`src/rtl/mem_stage.sv`:
```
// Memory stage of the in-order pipeline: passes ALU results straight to writeback and
// runs loads/stores through a valid/ready request channel with a separate response beat.
module mem_stage (
  input  logic        clk,
  input  logic        rst,
  input  logic        in_valid,
  input  logic [4:0]  in_rd_addr,
  input  logic [31:0] in_rd,
  input  logic        in_wb_en,
  input  logic        in_wb_from_mem,
  input  logic        in_mem_write,
  input  logic [2:0]  in_funct3,
  input  logic [31:0] in_store_data,
  output logic        stall,
  output logic        mem_req_valid,
  input  logic        mem_req_ready,
  output logic [31:0] mem_addr,
  output logic        mem_we,
  output logic [31:0] mem_wdata,
  output logic [3:0]  mem_wstrb,
  input  logic        mem_rsp_valid,
  input  logic [31:0] mem_rsp_data,
  output logic [4:0]  wb_rd_addr,
  output logic [31:0] wb_data,
  output logic        wb_en,
  output logic        misaligned
);

  typedef enum logic [1:0] {
    IDLE = 2'd0,
    REQ  = 2'd1,
    WAIT = 2'd2
  } state_t;

  state_t      state_q, state_d;

  // Latched memory entry; held unchanged for the whole REQ/WAIT lifetime.
  logic [31:0] addr_q, addr_d;
  logic        we_q, we_d;
  logic [31:0] wdata_q, wdata_d;
  logic [3:0]  wstrb_q, wstrb_d;
  logic [4:0]  rd_addr_q, rd_addr_d;
  logic        ld_wb_en_q, ld_wb_en_d;
  logic [2:0]  funct3_q, funct3_d;

  logic [4:0]  wb_rd_addr_q, wb_rd_addr_d;
  logic [31:0] wb_data_q, wb_data_d;
  logic        wb_en_q, wb_en_d;
  logic        misaligned_q, misaligned_d;

  // Incoming entry decode
  logic        is_store;
  logic        is_load;
  logic        is_mem;
  logic        addr_misaligned;
  logic        rd_nonzero;
  logic [31:0] st_wdata;
  logic [3:0]  st_strb;

  // Response extraction
  logic [7:0]  ld_byte;
  logic [15:0] ld_half;
  logic        ld_signed;
  logic [31:0] ld_data;

  // A store with the load flag also set is still just a store.
  assign is_store   = in_mem_write;
  assign is_load    = in_wb_from_mem & ~in_mem_write;
  assign is_mem     = is_store | is_load;
  assign rd_nonzero = |in_rd_addr;

  always_comb begin
    addr_misaligned = 1'b0;
    case (in_funct3[1:0])
      2'b00:   addr_misaligned = 1'b0;
      2'b01:   addr_misaligned = in_rd[0];
      default: addr_misaligned = |in_rd[1:0];
    endcase
  end

  always_comb begin
    st_wdata = in_store_data;
    st_strb  = 4'b1111;
    case (in_funct3[1:0])
      2'b00: begin
        st_wdata = {4{in_store_data[7:0]}};
        st_strb  = 4'b0001 << in_rd[1:0];
      end
      2'b01: begin
        st_wdata = {2{in_store_data[15:0]}};
        st_strb  = 4'b0011 << in_rd[1:0];
      end
      default: begin
        st_wdata = in_store_data;
        st_strb  = 4'b1111;
      end
    endcase
  end

  always_comb begin
    ld_byte = mem_rsp_data[7:0];
    case (addr_q[1:0])
      2'b00: ld_byte = mem_rsp_data[7:0];
      2'b01: ld_byte = mem_rsp_data[15:8];
      2'b10: ld_byte = mem_rsp_data[23:16];
      2'b11: ld_byte = mem_rsp_data[31:24];
      default: ld_byte = mem_rsp_data[7:0];
    endcase
  end

  assign ld_half   = addr_q[1] ? mem_rsp_data[31:16] : mem_rsp_data[15:0];
  assign ld_signed = ~funct3_q[2];

  always_comb begin
    ld_data = mem_rsp_data;
    case (funct3_q[1:0])
      2'b00:   ld_data = {{24{ld_signed & ld_byte[7]}}, ld_byte};
      2'b01:   ld_data = {{16{ld_signed & ld_half[15]}}, ld_half};
      default: ld_data = mem_rsp_data;
    endcase
  end

  always_comb begin
    state_d      = state_q;
    addr_d       = addr_q;
    we_d         = we_q;
    wdata_d      = wdata_q;
    wstrb_d      = wstrb_q;
    rd_addr_d    = rd_addr_q;
    ld_wb_en_d   = ld_wb_en_q;
    funct3_d     = funct3_q;
    wb_rd_addr_d = wb_rd_addr_q;
    wb_data_d    = wb_data_q;
    wb_en_d      = 1'b0;
    misaligned_d = 1'b0;

    case (state_q)
      IDLE: begin
        if (in_valid) begin
          if (!is_mem) begin
            wb_rd_addr_d = in_rd_addr;
            wb_data_d    = in_rd;
            wb_en_d      = in_wb_en & rd_nonzero;
          end else if (addr_misaligned) begin
            misaligned_d = 1'b1;
          end else begin
            // Upstream advances on this same edge, so the entry must be captured here.
            addr_d     = in_rd;
            we_d       = is_store;
            wdata_d    = is_store ? st_wdata : 32'd0;
            wstrb_d    = is_store ? st_strb : 4'b0000;
            rd_addr_d  = in_rd_addr;
            ld_wb_en_d = is_load & in_wb_en & rd_nonzero;
            funct3_d   = in_funct3;
            state_d    = REQ;
          end
        end
      end
      REQ: begin
        if (mem_req_ready) begin
          state_d = WAIT;
        end
      end
      WAIT: begin
        if (mem_rsp_valid) begin
          state_d = IDLE;
          if (!we_q) begin
            wb_rd_addr_d = rd_addr_q;
            wb_data_d    = ld_data;
            wb_en_d      = ld_wb_en_q;
          end
        end
      end
      default: begin
        state_d = IDLE;
      end
    endcase
  end

  always_ff @(posedge clk) begin
    if (!rst) begin
      state_q      <= IDLE;
      addr_q       <= 32'd0;
      we_q         <= 1'b0;
      wdata_q      <= 32'd0;
      wstrb_q      <= 4'b0000;
      rd_addr_q    <= 5'd0;
      ld_wb_en_q   <= 1'b0;
      funct3_q     <= 3'd0;
      wb_rd_addr_q <= 5'd0;
      wb_data_q    <= 32'd0;
      wb_en_q      <= 1'b0;
      misaligned_q <= 1'b0;
    end else begin
      state_q      <= state_d;
      addr_q       <= addr_d;
      we_q         <= we_d;
      wdata_q      <= wdata_d;
      wstrb_q      <= wstrb_d;
      rd_addr_q    <= rd_addr_d;
      ld_wb_en_q   <= ld_wb_en_d;
      funct3_q     <= funct3_d;
      wb_rd_addr_q <= wb_rd_addr_d;
      wb_data_q    <= wb_data_d;
      wb_en_q      <= wb_en_d;
      misaligned_q <= misaligned_d;
    end
  end

  assign stall         = (state_q != IDLE);
  assign mem_req_valid = (state_q == REQ);
  assign mem_addr      = {addr_q[31:2], 2'b00};
  assign mem_we        = we_q;
  assign mem_wdata     = wdata_q;
  assign mem_wstrb     = wstrb_q;
  assign wb_rd_addr    = wb_rd_addr_q;
  assign wb_data       = wb_data_q;
  assign wb_en         = wb_en_q;
  assign misaligned    = misaligned_q;

endmodule

```
`config.mk`:
```
export PLATFORM = sky130hd
export DESIGN_NAME = mem_stage
export DESIGN_NICKNAME = d
export VERILOG_FILES = /design/src/rtl/mem_stage.sv
export SDC_FILE = /design/constraint.sdc
export NUM_CORES = 1
export LEC_CHECK = 0
export ABC_AREA = 1
export ABC_CLOCK_PERIOD_IN_PS = 1300
export CAP_MARGIN = 20
export CORE_MARGIN = 4
export CORE_UTILIZATION = 33
export DETAILED_ROUTE_END_ITERATION = 6
export PLACE_DENSITY = 0.74
export SYNTH_ARGS = -nofsm -noshare
export SYNTH_HDL_FRONTEND = slang
export SYNTH_SLANG_ARGS = --single-unit
```
`constraint.sdc`:
```
create_clock -name clk -period 1.3 [get_ports clk]
set_input_delay 0.26 -clock clk [delete_from_list [all_inputs] [get_ports clk]]
set_output_delay 0.26 -clock clk [all_outputs]
set_load 0.005 [all_outputs]
```
==> results.py, run 1 <==
metrics = {
    "die": {
        "io_pins": 222,
        "start_util_pct": 33.74,
        "dieHeight_um": 141.2,
        "die_x_um": 141.2,
        "design.die.area_um2": 19940,
        "rows": 48,
        "core_area_um2": 17360,
    },
    "timing": {
        "finalMaxSlewViolations": 0,
        "rsz0062_at_grt": "yes",
        "final_hold_viol_count": 0,
        "worst_slew_pin_slew_ns": 0.5391,
        "skew_ns": 0.007593,
        "fmax_ghz": 0.6468,
        "fin_crit_ns": 1.546,
        "finalCritPeriodShare_pct": 118.9,
        "setup_violations": 118,
        "setup_ws_ns": -0.2461,
        "relSlewSlack_pct": 64.06,
    },
    "min_path": {
        "hold_depth": 4,
        "hold_start": "rst",
        "hold_path.class": "in -> reg",
        "min_to": "misaligned",
    },
    "logic_synthesis": {
        "synth_area_um2": 5856,
        "yosysSeqAreaShare_pct": 40.68,
        "ys_seq_elements": 119,
        "yosysWarnings": 0,
        "ys_types": 34,
        "synth_top_cell_by_area": "dfxtp_1",
        "netlist_instances": 847,
        "synthTopCellsByArea": "dfxtp_1 41%, nand2_1 12%, a21oi_1 11%, buf_4 5.3%, nor2_1 5.2%",
        "avgSynthCellArea_um2": 6.913,
        "synth_top_area_share_pct": 40.68,
    },
    "place": {
        "portBuffers": 219,
        "routabilityCongestion": 0.8784,
        "hpwl_um": 14990,
        "dp_slack_ns": -0.6426,
    },
    "setup_path": {
        "rr_startpoint": "state_q[0]",
        "crit_required_ns": 1.66,
        "critPathMostFrequentCell": "nand2_4",
        "worstSetupStartpointType": "flip-flop",
        "crit_slowest_cell": "dfxtp_2",
        "rr_worst_depth": 10,
        "critPathTopFamily": "buffers and inverters",
        "cp_cell_sequence": "inv_2 > buf_6 > nand2_4 > or2_4 > nand2_4 > nor2_8 > buf_12 > buf_8 > buf_16 > a21oi_1",
        "critPathMaxFanout": 9,
        "r2r_slack_ns": -0.25,
        "path_class": "reg -> reg",
        "cp.buffers_inverters": 5,
        "arrival_ns": 1.90,
        "end_kind": "flip-flop",
        "r2r-end": "wb_data[22]",
        "slowest_delay_ns": 0.33,
    },
    "cells_and_area": {
        "diodes": 0,
        "fillCellCount": 1543,
        "area_growth_pct": 74.49,
        "final_cell_mix": "177 x nand2_1, 107 x clkdlybuf4s50_1, 98 x dfxtp_1",
        "fin_nets": 1220,
        "mostFrequentLayoutCell": "nand2_1",
        "drive_gt1_share_pct": 28.10,
    },
    "clock_tree": {
        "cts_max_path_buffers": 2,
        "cts_tree": "yes",
        "ctsRootBufferMaster": "clkbuf_16",
        "cts.htree.levels": 4,
        "path_clk_slew_ns": 0.06,
        "cts.sinks": 119,
        "hold_buffers": 0,
        "insertion_delay_ns": 0.42,
        "numCtsBuffers": 17,
    },
    "global_routing": {
        "grt-ovfl-total": 0,
        "grt_pass1_vias": 6432,
        "grt_first_pass_wirelength_um": 34790,
        "grt.total_usage_pct": 22.10,
        "antenna_found_initial": 1,
        "grt_max_degree": 61,
    },
    "detailed_routing": {
        "drt_iter0_drc": 419,
        "vias_per_cell": 5.028,
        "drc_errors": 0,
        "firstDrtPassIters": 5,
        "drtAntennaViolNets": 0,
        "drt-wirelength-per-cell_um": 17.20,
        "routed_wl_um": 23150,
        "via_count": 6768,
    },
    "flow_run": {
        "drv_cap": 0,
    },
    "pwr": {
        "p_per_area_nw_per_um2": 1097,
        "vdd_drop_max_mv": 0.9767,
        "cellLeakagePower_nw": 4.637,
        "total_power_mw": 11.21,
    },
    "status": {
        "status": "finished with violations",
        "violations": "negative setup slack",
    },
}
-- area by class of cell --
| cell class | instances | area [µm²] | share of cell area (%) |
|---|---|---|---|
| tap | 225 | 281.5 | 2.755 |
| multi-input combinational | 578 | 3202 | 31.34 |
| inverter | 65 | 261.5 | 2.559 |
| clock buffer | 20 | 466.7 | 4.568 |
| clock inverter | 12 | 117.6 | 1.151 |
| sequential | 119 | 2411 | 23.60 |
| timing repair buffer | 327 | 3477 | 34.03 |
-- kinds of logic (layout without fill, tap and decap cells) --
family                 after synthesis  after routing  share of synthesized area [%]
DFF                                119            119                          40.68
and+or+nand+nor                    325            325                          23.48
AOI/OAI and AO/OA                  251            251                          22.76
other                                1              2                        0.06404
buffers and inverters              151            424                          13.01
-- per-layer routing --
metal / share of wire [%] / GRT usage, % / up-vias
li1: - / - / 3289
met1: 41 / 27.61 / 3089
met2: 47 / 36.37 / 334
met3: 9.5 / 5.970 / 54
met4: 3.1 / 8.363 / 2
met5: 0.056 / 0 / -
-- cell usage after synthesis (all sizes together) --
cell	n
dfxtp	119
o21bai	1
clkinv	2
nand4	1
nor3	1
nor2	88
a21oi	126
o211ai	1
nor4	1
inv	63
a22oi	8
conb	1
or2	14
a211oi	8
clkbuf	23
nand3	33
nand2	187
o22ai	1
buf	63
o21ai	99
o221ai	6
a32oi	1
-- report_power, final --
group / switching, mW / internal [mW]
sequential: 0.132 / 3.88
clock: 1.83 / 2.80
combinational: 1.23 / 1.35
total: 3.18 / 8.03
-- sequential cells by signal (all words and copies together) (netlist names) --
register,count
rd_addr_q,5
funct3_q,3
wb_rd_addr,5
mem_wstrb,4
mem_wdata,32
addr_q,32
wb_data,32
mem_we,1
ld_wb_en_q,1
wb_en,1
misaligned,1
state_q,2
-- metrics by stage --
stage,TNS [ns],instances,utilization [%],area [µm²],hold WS [ns]
4_1_cts,-20.31,1341,57.14,9917,0.2787
2_1_floorplan,-0.2431,848,-,5901,0.4028
3_3_place_gp,-58.49,1278,49.03,8509,0.4343
5_1_grt,-28.61,1346,58.87,10220,0.2785
3_5_place_dp,-63.79,1278,49.03,8509,0.4409
6_report,-20.73,1346,58.87,10220,0.2793
-- how the worst max path moves through the flow --
stage	start	endpoint	depth (start not counted)
final	state_q[0]	wb_data[22]	10
after global routing	state_q[0]	wb_data[15]	10
after CTS	state_q[0]	mem_req_valid	3
after detailed placement	in_mem_write	wb_data[29]	9
after global placement	in_mem_write	wb_data[0]	9
after floorplan	state_q[0]	wb_data[6]	10
-- worst min-delay path, stage by stage --
cell and delay [ns]:
buf_2 0.15, clkinv_1 0.08, nor4_2 0.05, buf_4 0.12
-- repair_timing --
action	CTS	global route
pin swaps	32	30
resized for setup	265	92
gates cloned	16	2
setup buffers	16	4
endpoints found under the hold margin	0	0
setup endpoints to repair	224	166
Power figures use the tool's default switching activity.
==> run 2: changes to the inputs <==
- CTS_CLUSTER_SIZE: not set -> 10
- SETUP_SLACK_MARGIN: not set -> 0.15
==> run 2 against run 1 <==
The flow still finishes with violations (negative setup slack). Critical path depth shrank 1. Die area unchanged. Utilization is 0.24 points lower. Sequential cell count unchanged. Sequential power up 1%. Clock power decreased by 2%. Via count grew 2.0%. Highest routed layer unchanged.
==> results.py, run 2 (same netlist as run 1, synthesis figures left out) <==
metrics = {
    "status": {
        "status": "finished with violations",
        "violations": "negative setup slack",
    },
    "global_routing": {
        "grt_first_pass_wirelength_um": 34690,
        "grt-ovfl-total": 0,
        "grt.total_usage_pct": 21.95,
        "grt_max_degree": 49,
        "antenna_found_initial": 1,
        "grt_pass1_vias": 6483,
    },
    "detailed_routing": {
        "firstDrtPassIters": 5,
        "routed_wl_um": 23770,
        "via_count": 6904,
        "drt-wirelength-per-cell_um": 17.60,
        "drc_errors": 0,
        "drt_iter0_drc": 428,
        "vias_per_cell": 5.110,
        "drtAntennaViolNets": 0,
    },
    "setup_path": {
        "arrival_ns": 1.81,
        "rr_worst_depth": 9,
        "end_kind": "flip-flop",
        "worstSetupStartpointType": "flip-flop",
        "crit_slowest_cell": "dfxtp_2",
        "cp_cell_sequence": "inv_2 > nand2_4 > or2_4 > nand2_4 > nor2_8 > buf_12 > clkbuf_16 > o21ai_2 > a21oi_2",
        "rr_startpoint": "state_q[0]",
        "critPathMaxFanout": 10,
        "critPathMostFrequentCell": "nand2_4",
        "r2r_slack_ns": -0.21,
        "r2r-end": "wb_data[16]",
        "crit_required_ns": 1.60,
        "path_class": "reg -> reg",
        "slowest_delay_ns": 0.34,
    },
    "cells_and_area": {
        "area_growth_pct": 73.78,
        "final_cell_mix": "180 x nand2_1, 108 x clkdlybuf4s50_1, 103 x dfxtp_2",
        "fin_nets": 1226,
        "finish.utilization_pct": 58.63,
        "diodes": 0,
        "mostFrequentLayoutCell": "nand2_1",
        "fillCellCount": 1511,
        "drive_gt1_share_pct": 46.27,
        "stdcell_count": 1351,
    },
    "clock_tree": {
        "path_clk_slew_ns": 0.06,
        "cts_max_path_buffers": 2,
        "numCtsBuffers": 17,
        "insertion_delay_ns": 0.42,
        "cts.sinks": 119,
        "cts.htree.levels": 4,
        "cts_tree": "yes",
        "ctsRootBufferMaster": "clkbuf_16",
    },
    "pwr": {
        "comb_power_share_pct": 23.3,
        "p_sw_mw": 3.234,
        "p_per_area_nw_per_um2": 1106,
        "power.share.switching_pct": 28.74,
        "vdd_drop_max_mv": 0.9187,
        "intPower_mw": 8.019,
        "power.share.clock_pct": 40.5,
        "pwr-share-seq_pct": 36.2,
        "cellLeakagePower_nw": 4.540,
    },
    "place": {
        "hpwl_um": 14930,
        "routabilityCongestion": 0.8551,
        "portBuffers": 219,
        "placed_cells": 1269,
    },
    "die": {
        "design.die.area_um2": 19940,
        "core_area_um2": 17360,
        "die_x_um": 141.2,
        "rows": 48,
        "start_util_pct": 33.74,
        "dieHeight_um": 141.2,
        "io_pins": 222,
    },
    "min_path": {
        "hold_depth": 3,
        "hold_path.class": "in -> reg",
        "hold_start": "rst",
        "min_to": "addr_q[25]",
    },
    "timing": {
        "skew_ns": 0.009315,
        "finalMaxSlewViolations": 0,
        "setup_violations": 118,
        "fmax_ghz": 0.6630,
        "holdWs_ns": 0.2856,
        "rsz0062_at_grt": "yes",
        "fin_crit_ns": 1.508,
        "finalCritPeriodShare_pct": 116.0,
        "setup_ws_ns": -0.2083,
        "final_hold_viol_count": 0,
    },
    "flow_run": {
        "drv_cap": 0,
    },
}
## run 2: area by class of cell
type / count / area (µm²) / area share [%]
repair inverters: 7 / 123.9 / 1.217
inverters: 65 / 265.3 / 2.607
repair buffers: 326 / 3077 / 30.23
clock buffers: 20 / 466.7 / 4.586
flip-flops and latches: 119 / 2519 / 24.75
multi-input cells: 578 / 3343 / 32.85
well taps: 225 / 281.5 / 2.767
clock inverters: 11 / 100.1 / 0.9836
## run 2: power by group through the flow
| stage | clock network [mW] | logic [mW] | registers, mW |
|---|---|---|---|
| 6_report | 4.56 | 2.62 | 4.07 |
| 5_1_grt | 4.78 | 2.81 | 4.09 |
| 4_1_cts | 4.61 | 2.29 | 4.04 |
| 3_5_place_dp | 0 | 2.11 | 4.08 |
| 3_3_place_gp | 0 | 2.09 | 4.07 |
| 2_1_floorplan | 0 | 1.06 | 4.06 |
## run 2: what timing repair did
item,CTS,global route
setup endpoints to repair,226,150
gates resized for setup,630,118
gates cloned,12,8
pin swaps,19,16
hold endpoints to repair,0,0
buffers inserted,14,18
hold buffers,0,0
## run 2: how the worst max path moves through the flow
stage | start | endpoint | depth (start not counted)
floorplan | state_q[0] | wb_data[6] | 10
global placement | in_mem_write | wb_data[31] | 9
detailed placement | in_mem_write | wb_data[23] | 9
CTS | state_q[0] | mem_req_valid | 3
global route | state_q[0] | wb_data[16] | 9
finish | state_q[0] | wb_data[16] | 9
## run 2: layer usage
layer / share of wire (%) / GRT usage, % / vias up
li1: - / - / 3299
met1: 39 / 26.73 / 3165
met2: 47 / 36.42 / 369
met3: 11 / 6.716 / 69
met4: 3.5 / 8.210 / 2
met5: 0.055 / 0 / -
## run 2: critical path: cells and delay by family (launching register included)
| kind | cells | cell delay [ns] |
|---|---|---|
| AO/OA/AOI/OAI | 2 | 0.20 |
| AND/OR/NAND/NOR | 4 | 0.47 |
| buffers and inverters | 3 | 0.39 |
| flip-flops | 1 | 0.34 |
## run 2: metrics by stage
stage | cell area, µm² | power [mW] | worst slack, ns | TNS [ns]
floorplan | 6055 | 5.121 | -0.02615 | -0.1532
global placement | 8562 | 6.163 | -0.6168 | -63.50
detailed placement | 8562 | 6.189 | -0.6718 | -66.66
CTS | 9429 | 10.94 | -0.1562 | -12.22
global route | 10180 | 11.68 | -0.2737 | -23.04
finish | 10180 | 11.25 | -0.2083 | -14.72
==> run 3: changes to the inputs <==
- PLACE_DENSITY: 0.74 -> not set
- PLACE_DENSITY_LB_ADDON: not set -> 0.2
==> run 3 against run 2 <==
The run still ends with negative setup slack left. Clock power up 4.6%. Highest routed layer is now met4. Worst setup slack got worse by 0.022 ns. Non-clock buffer count rose by 4. Critical path depth rose by 1. Register-to-register slack worse by 0.02 ns. Final area fell by 1.5%.
==> results.py, run 3 (same netlist as run 1, synthesis figures left out) <==
metrics = {
    "status": {
        "status": "finished with violations",
        "violations": "negative setup slack",
    },
    "setup_path": {
        "critPathMostFrequentCell": "buf_12",
        "slowest_delay_ns": 0.35,
        "rr_worst_depth": 10,
        "arrival_ns": 1.83,
        "critPathMaxFanout": 14,
        "r2r_slack_ns": -0.23,
        "cp_cell_sequence": "nor2_4 > buf_6 > nand2_1 > o21ai_2 > inv_2 > nor2_8 > buf_12 > buf_12 > clkbuf_16 > a21oi_1",
        "crit_path_start": "state_q[1]",
        "path_class": "reg -> reg",
        "worstSetupStartpointType": "flip-flop",
        "end_kind": "flip-flop",
        "rr_startpoint": "state_q[1]",
        "crit_slowest_cell": "dfxtp_4",
        "crit_required_ns": 1.60,
        "r2r-end": "wb_data[26]",
    },
    "pwr": {
        "p_per_area_nw_per_um2": 1124,
        "vdd_drop_max_mv": 0.9186,
        "total_power_mw": 11.27,
        "cellLeakagePower_nw": 4.512,
    },
    "clock_tree": {
        "insertion_delay_ns": 0.41,
        "hold_buffers": 0,
        "cts_max_path_buffers": 2,
        "path_clk_slew_ns": 0.06,
        "numCtsBuffers": 17,
        "ctsRootBufferMaster": "clkbuf_16",
        "cts.sinks": 119,
        "cts.htree.levels": 4,
        "cts_tree": "yes",
    },
    "global_routing": {
        "grt_pass1_vias": 6250,
        "grt_first_pass_wirelength_um": 33010,
        "grt_max_degree": 52,
        "grt-ovfl-total": 0,
        "grt.total_usage_pct": 20.81,
        "antenna_found_initial": 1,
    },
    "min_path": {
        "hold_start": "rst",
        "min_to": "misaligned",
        "hold_path.class": "in -> reg",
        "hold_depth": 3,
    },
    "detailed_routing": {
        "routed_wl_um": 22220,
        "vias_per_cell": 4.863,
        "drt_iter0_drc": 411,
        "via_count": 6565,
        "drt-wirelength-per-cell_um": 16.46,
        "drtAntennaViolNets": 0,
        "drc_errors": 0,
        "firstDrtPassIters": 5,
    },
    "cells_and_area": {
        "area_growth_pct": 71.15,
        "drive_gt1_share_pct": 45.20,
        "fin_nets": 1223,
        "fillCellCount": 1628,
        "finish.utilization_pct": 57.74,
        "final_cell_mix": "165 x nand2_1, 109 x clkdlybuf4s50_1, 104 x dfxtp_2",
        "mostFrequentLayoutCell": "nand2_1",
    },
    "place": {
        "routabilityCongestion": 0.8930,
        "hpwl_um": 14900,
        "portBuffers": 219,
    },
    "timing": {
        "setup_violations": 118,
        "fin_crit_ns": 1.531,
        "finalMaxSlewViolations": 0,
        "holdWs_ns": 0.2432,
        "rsz0062_at_grt": "yes",
        "final_hold_viol_count": 0,
        "fmax_ghz": 0.6533,
        "finalCritPeriodShare_pct": 117.7,
        "setup_ws_ns": -0.2307,
        "skew_ns": 0.008891,
    },
    "die": {
        "die_x_um": 141.2,
        "start_util_pct": 33.74,
        "dieHeight_um": 141.2,
        "rows": 48,
        "core_area_um2": 17360,
        "design.die.area_um2": 19940,
        "io_pins": 222,
    },
    "flow_run": {
        "drv_cap": 0,
    },
}
==> run 3: cell types whose count changed in the layout (fill, tap and decap cells not counted), sizes merged, moves of 2 or more <==
cell / change
buf: +5
inv: -6
clkbuf: +3
clkinvlp: -2
bufbuf: -2
==> run 3: power by group <==
part           internal (mW)  total, mW  switching (mW)
sequential              3.91       4.05           0.140
clock                   3.03       4.77            1.74
combinational           1.28       2.45            1.18
total                   8.22       11.3            3.05
==> run 3: repair_timing <==
item | in CTS | in global routing
endpoints found under the setup margin | 225 | 175
pin swaps | 15 | 26
gates resized for setup | 593 | 125
cloned | 6 | 7
buffers inserted | 16 | 16
==> run 3: critical path, delay by kind of cell (launching register included) <==
family,cells,cell delay [ns]
buffers and inverters,5,0.61
AO/OA/AOI/OAI,2,0.14
flip-flops,1,0.35
AND/OR/NAND/NOR,3,0.30
==> run 3: worst max-delay path by stage <==
stage                     depth (start not counted)  slack (ns)             to
after detailed placement                          7       -0.59  mem_wdata[15]
after global placement                            7       -0.54  mem_wdata[11]
after CTS                                        11       -0.18     addr_q[26]
after global routing                              9       -0.29  mem_wdata[15]
final                                            10       -0.23    wb_data[26]
after floorplan                                  10       -0.03     wb_data[6]
==> run 3: through the flow <==
| stage | std cells | TNS (ns) | setup WS [ns] | instance area (µm²) |
|---|---|---|---|---|
| after detailed placement | 1272 | -58.44 | -0.5870 | 8559 |
| after global routing | 1350 | -29.27 | -0.2944 | 10020 |
| after global placement | 1272 | -56.00 | -0.5419 | 8559 |
| after CTS | 1326 | -15.80 | -0.1829 | 9196 |
| final | 1350 | -21.73 | -0.2307 | 10020 |
| after floorplan | 848 | -0.1532 | -0.02615 | 6055 |
==> run 3: routing by layer <==
metal	share of wire (%)	wire length, µm	GRT usage (%)
met3	7.2	1604	5.902
met5	0	0	0
met1	43	9555	26.96
met4	2.0	451	6.986
met2	48	10610	33.36
==> run 3: cell type report <==
cell class | count | area [µm²] | share of cell area, %
tap | 225 | 281.5 | 2.809
clock inverter | 10 | 118.9 | 1.186
timing repair buffer | 330 | 3143 | 31.36
inverter | 65 | 256.5 | 2.559
sequential | 119 | 2520 | 25.14
antenna | 1 | 2.502 | 0.02497
multi-input combinational | 578 | 3216 | 32.08
clock buffer | 22 | 484.2 | 4.831
